`src/rtl/lander_step_seq.sv`:
```
// One lunar-lander physics tick per step request, sequenced over a shared
// external BCD add/sub unit; one adder operation per cycle.
module lander_step_seq #(
  parameter logic [15:0] FUEL_INIT   = 16'h0800,
  parameter logic [15:0] ALT_INIT    = 16'h4500,
  parameter logic [15:0] VEL_INIT    = 16'h0000,
  parameter logic [15:0] THRUST_INIT = 16'h0005,
  parameter logic [15:0] GRAV        = 16'h0005,
  parameter logic [15:0] SAFE_VEL    = 16'h9970,
  parameter logic [15:0] SAFE_THRUST = 16'h0005
) (
  input  logic        clk,
  input  logic        rst_n,
  input  logic        step,
  input  logic [3:0]  thrust_req,
  output logic [15:0] add_a,
  output logic [15:0] add_b,
  output logic        add_op,
  input  logic [15:0] add_s,
  output logic [15:0] alt,
  output logic [15:0] vel,
  output logic [15:0] fuel,
  output logic [15:0] thrust,
  output logic        busy,
  output logic        done,
  output logic        landed,
  output logic        crashed
);

  typedef enum logic [2:0] {IDLE, S_ALT, S_VG, S_VT, S_FU, S_CMT, HALT} state_t;

  state_t      state;
  logic [15:0] tmp, alt_n, vel_n, fuel_n;
  logic [3:0]  thr_lat;

  // Adder operands are registered one cycle ahead: each transition loads the
  // operands the next state needs, so add_s is valid throughout that state.
  always_ff @(posedge clk) begin
    if (!rst_n) begin
      state   <= IDLE;
      alt     <= ALT_INIT;
      vel     <= VEL_INIT;
      fuel    <= FUEL_INIT;
      thrust  <= THRUST_INIT;
      tmp     <= '0;
      alt_n   <= '0;
      vel_n   <= '0;
      fuel_n  <= '0;
      thr_lat <= THRUST_INIT[3:0];
      busy    <= 1'b0;
      done    <= 1'b0;
      landed  <= 1'b0;
      crashed <= 1'b0;
      add_a   <= '0;
      add_b   <= '0;
      add_op  <= 1'b0;
    end else begin
      done   <= 1'b0;
      add_a  <= '0;
      add_b  <= '0;
      add_op <= 1'b0;
      case (state)
        IDLE: if (step) begin
          thr_lat <= thrust_req;
          state   <= S_ALT;
          busy    <= 1'b1;
          add_a   <= alt;
          add_b   <= vel;
        end
        S_ALT: begin
          alt_n  <= add_s;
          state  <= S_VG;
          add_a  <= vel;
          add_b  <= GRAV;
          add_op <= 1'b1;
        end
        S_VG: begin
          tmp   <= add_s;
          state <= S_VT;
          add_a <= add_s;
          add_b <= thrust;
        end
        S_VT: begin
          vel_n  <= add_s;
          state  <= S_FU;
          add_a  <= fuel;
          add_b  <= thrust;
          add_op <= 1'b1;
        end
        S_FU: begin
          fuel_n <= add_s;
          state  <= S_CMT;
        end
        S_CMT: begin
          alt  <= alt_n;
          vel  <= vel_n;
          fuel <= fuel_n[15] ? 16'h0000 : fuel_n;
          // Out of fuel (now or after this burn) kills the engine; a non-BCD
          // request keeps the current setting.
          if (fuel == 16'h0000 || fuel_n[15])
            thrust <= 16'h0000;
          else if (thr_lat <= 4'd9)
            thrust <= {12'h000, thr_lat};
          busy <= 1'b0;
          done <= 1'b1;
          // Checks use the thrust that was applied during this tick.
          if (vel_n > SAFE_VEL && alt_n[15] && thrust <= SAFE_THRUST) begin
            landed <= 1'b1;
            state  <= HALT;
          end else if (alt_n[15]) begin
            crashed <= 1'b1;
            state   <= HALT;
          end else begin
            state <= IDLE;
          end
        end
        HALT: begin
          alt <= '0;
          vel <= '0;
        end
        default: state <= IDLE;
      endcase
    end
  end

endmodule
```
`config.mk`:
```
export PLATFORM = sky130hd
export DESIGN_NAME = lander_step_seq
export DESIGN_NICKNAME = d
export VERILOG_FILES = /design/src/rtl/lander_step_seq.sv
export SDC_FILE = /design/constraint.sdc
export NUM_CORES = 1
export LEC_CHECK = 0
export ABC_AREA = 1
export BUFFER_PORTS_ARGS = -buffer_cell sky130_fd_sc_hd__buf_2
export CORE_MARGIN = 5
export CORE_UTILIZATION = 40
export DETAILED_ROUTE_END_ITERATION = 10
export GPL_TIMING_DRIVEN = 0
export SLEW_MARGIN = 15
export SYNTH_ARGS = -nofsm -noshare
export SYNTH_HDL_FRONTEND = slang
export SYNTH_SLANG_ARGS = --single-unit
```
`constraint.sdc`:
```
create_clock -name clk -period 1.2 [get_ports clk]
set_input_delay 0.24 -clock clk [delete_from_list [all_inputs] [get_ports clk]]
set_output_delay 0.24 -clock clk [all_outputs]
set_load 0.01 [all_outputs]
```
==> flow_metrics.tcl <==
set metrics [dict create \
    run_status "complete, but fails checks" \
    violations "setup timing" \
    yosys-top-cells-area "dfxtp_1, nand2_1, o21ai_0" \
    initial_utilization_pct 40.7 \
    tns_ps -4830 \
    timing.rr.end "add_a[6]$_SDFF_PN0_" \
    comb_power_share_pct 13.9 \
    rr_worst_depth 6 \
    setup_violations 87 \
    wl_per_cell_um 19.2 \
    period_needed_ps 1320 \
    yosysMostFrequentCell "dfxtp_1" \
    fmax_ghz 0.759 \
    clk_pin_slew_worst_paths_ps 60 \
    power_w 0.0120 \
    pwr-share-clk_pct 44.1 \
    p_leak_nw 3.48 \
    die_y_um 126 \
    path_max_fanout 6 \
    layout_setup_ws_ps -117 \
    synth_top_area_cell "dfxtp_1" \
    synth_seq_cells 143 \
    clock-root-buffer "clkbuf_16" \
    worstSetupPathType "reg -> reg" \
    rsz0062_at_grt "yes" \
    io_pins 124 \
    dpl.hpwl_um 13400 \
    coreArea_um2 13200 \
    cts_tree "yes" \
    n_antenna_cell 0 \
    grt_pass1_wl_um 29400 \
    tightest_slew_ps 725 \
    num_rows 42 \
    seq_area_frac_synth_pct 53.4 \
    postCtsHoldBufs 0 \
    timing.slew.headroom_pct 51.7 \
    overflow 0 \
    final_util_pct 61.1 \
    hold_class "in -> reg" \
    ir_drop_mv 0.862 \
    worstSetupEndpoint "add_a[6]$_SDFF_PN0_" \
    grt.total_usage_pct 23.8 \
    async_reset_ff_share_pct 0 \
    fin_worst_skew_ps 7.27 \
    power_density_nw_per_um2 1490 \
    fin_crit_sh_pct 110 \
    htree_levels 4 \
    r2r_slack_ps -120 \
    final_nets 882 \
    drive_gt1_share_pct 46.7 \
    synthFlopType "dfxtp_1" \
    slew_viol_final 0 \
    max_cap_violations 0 \
    drc 0 \
    grt_max_degree 20 \
    place.gp.congestion 0.908 \
    final_antenna_net_count 0 \
    port_buffers 110 \
    synth_common_cells "dfxtp_1, nand2_1, nor2_1" \
    required_ps 1550 \
    p_sw_w 0.00313 \
    area_growth_pct 50.3 \
    first_iter_violations 550 \
    power_frac_seq_pct 42.1 \
    numCtsBuffers 17 \
    netlist_area_um2 5370 \
    placed_cells 975 \
    place_ws_ps -400 \
    synth-edff-count 0 \
    via_per_inst 5.32 \
    synthDominantCellAreaShare_pct 53.4 \
    die_x_um 126 \
    p_int_w 0.00887 \
    p_sw_share_pct 26.1 \
    rr_startpoint "state[0]$_SDFFE_PN0P_" \
    final_hold_viol_count 0 \
    cp.arrival_ps 1670 \
    clk_path_buf_depth 2 \
    yosysUniqueCellTypes 31 \
    clk_latency_ps 430 \
    yosys_warnings 0 \
    drt_wl_total_um 20100 \
    clock-sinks 143 \
    crit_start "state[0]$_SDFFE_PN0P_" \
    endpoint_kind "register" \
    fin_cells 1047 \
    antenna_found_initial 0 \
    syn_area_per_cell_um2 7.92 \
    startpoint_type "register" \
    die-area_um2 15800 \
    first_pass_iters 5 \
    grt_pass1_vias 5299 \
    vias 5570 \
    synthCells 677 \
]
how the worst min path moves through the flow:
stage	from	to	slack [ps]	cells after the start
detailed placement	alt_n[0]$_SDFFE_PN0P_	alt_n[0]$_SDFFE_PN0P_	440	2
global route	thrust_req[0]	thr_lat[0]$_SDFFE_PN1P_	30	3
CTS	thrust_req[0]	thr_lat[0]$_SDFFE_PN1P_	30	3
finish	thrust_req[2]	thr_lat[2]$_SDFFE_PN1P_	30	3
floorplan	thrust_req[0]	thr_lat[0]$_SDFFE_PN1P_	370	2
global placement	alt_n[0]$_SDFFE_PN0P_	alt_n[0]$_SDFFE_PN0P_	440	2
kinds of logic (layout without fill, tap and decap cells):
kind of cell / after synthesis / after routing / share of synthesized area, %
and+or+nand+nor: 277 / 277 / 21.2
buffers and inverters: 105 / 287 / 9.33
other: 1 / 13 / 0.0699
AOI/OAI and AO/OA: 151 / 151 / 16.0
DFF: 143 / 143 / 53.4
critical path: stages (launching register included):
cell and delay [ps]:
dfxtp_4 380, buf_12 110, nand3_4 160, inv_6 150
buf_8 130, nand2_1 100, a41oi_2 200
layout make-up:
| cell class | instances | area [um2] |
|---|---|---|
| Sequential cell | 143 | 2990 |
| Timing Repair Buffer | 153 | 1090 |
| Buffer | 48 | 424 |
| Clock inverter | 10 | 110 |
| Tap cell | 176 | 220 |
| Fill cell | 1121 | 5120 |
| Inverter | 55 | 245 |
| Clock buffer | 21 | 480 |
| Multi-Input combinational cell | 441 | 2510 |
per-stage QoR:
step / area (um2) / hold slack, ps
floorplan: 5420 / 370
global placement: 6190 / 436
detailed placement: 6190 / 442
CTS: 7500 / 26.9
global route: 8070 / 31.6
finish: 8070 / 32.2
power by group through the flow:
stage | Clock, W | Sequential [W] | Combinational [W]
global placement | 0 | 0.00514 | 0.00107
CTS | 0.00529 | 0.00504 | 0.00142
finish | 0.00529 | 0.00504 | 0.00166
detailed placement | 0 | 0.00515 | 0.00109
global route | 0.00552 | 0.00506 | 0.00177
floorplan | 0 | 0.00516 | 0.000669
registers in the layout, summed over array words and instances (netlist names):
signal and count:
fuel_n 16, alt 16, add_a 16, add_b 16, state 3, fuel 15
vel 16, thr_lat 4, vel_n 16, done 1, landed 1, thrust 4
busy 1, alt_n 16, add_op 1, crashed 1
cell usage in the layout (no fill, tap or decap), drive strengths merged:
cell and n:
a2111oi 1, a21oi 41, a22oi 4, a31oi 1
a41oi 16, buf 188, bufinv 2, clkbuf 34
clkinv 6, clkinvlp 2, conb 13, dfxtp 143
inv 55, nand2 143, nand3 52, nor2 81
nor3 1, o211ai 5, o21ai 73, o22ai 8
o31ai 1, o32ai 1
per-layer routing:
layer	routed length, um	track usage, %
met1	8230	29.9
met5	0	0
met3	1340	5.33
met2	9800	39.9
met4	722	9.53
timing repair:
action                     4_1_cts  5_1_grt
setup endpoints to repair      167      143
pin swaps                       12       37
gates resized for setup        154      168
gates cloned                     3        4
buffers inserted                27        9
hold endpoints to repair         0        0
Note: power is estimated with default switching activity, not from simulation.
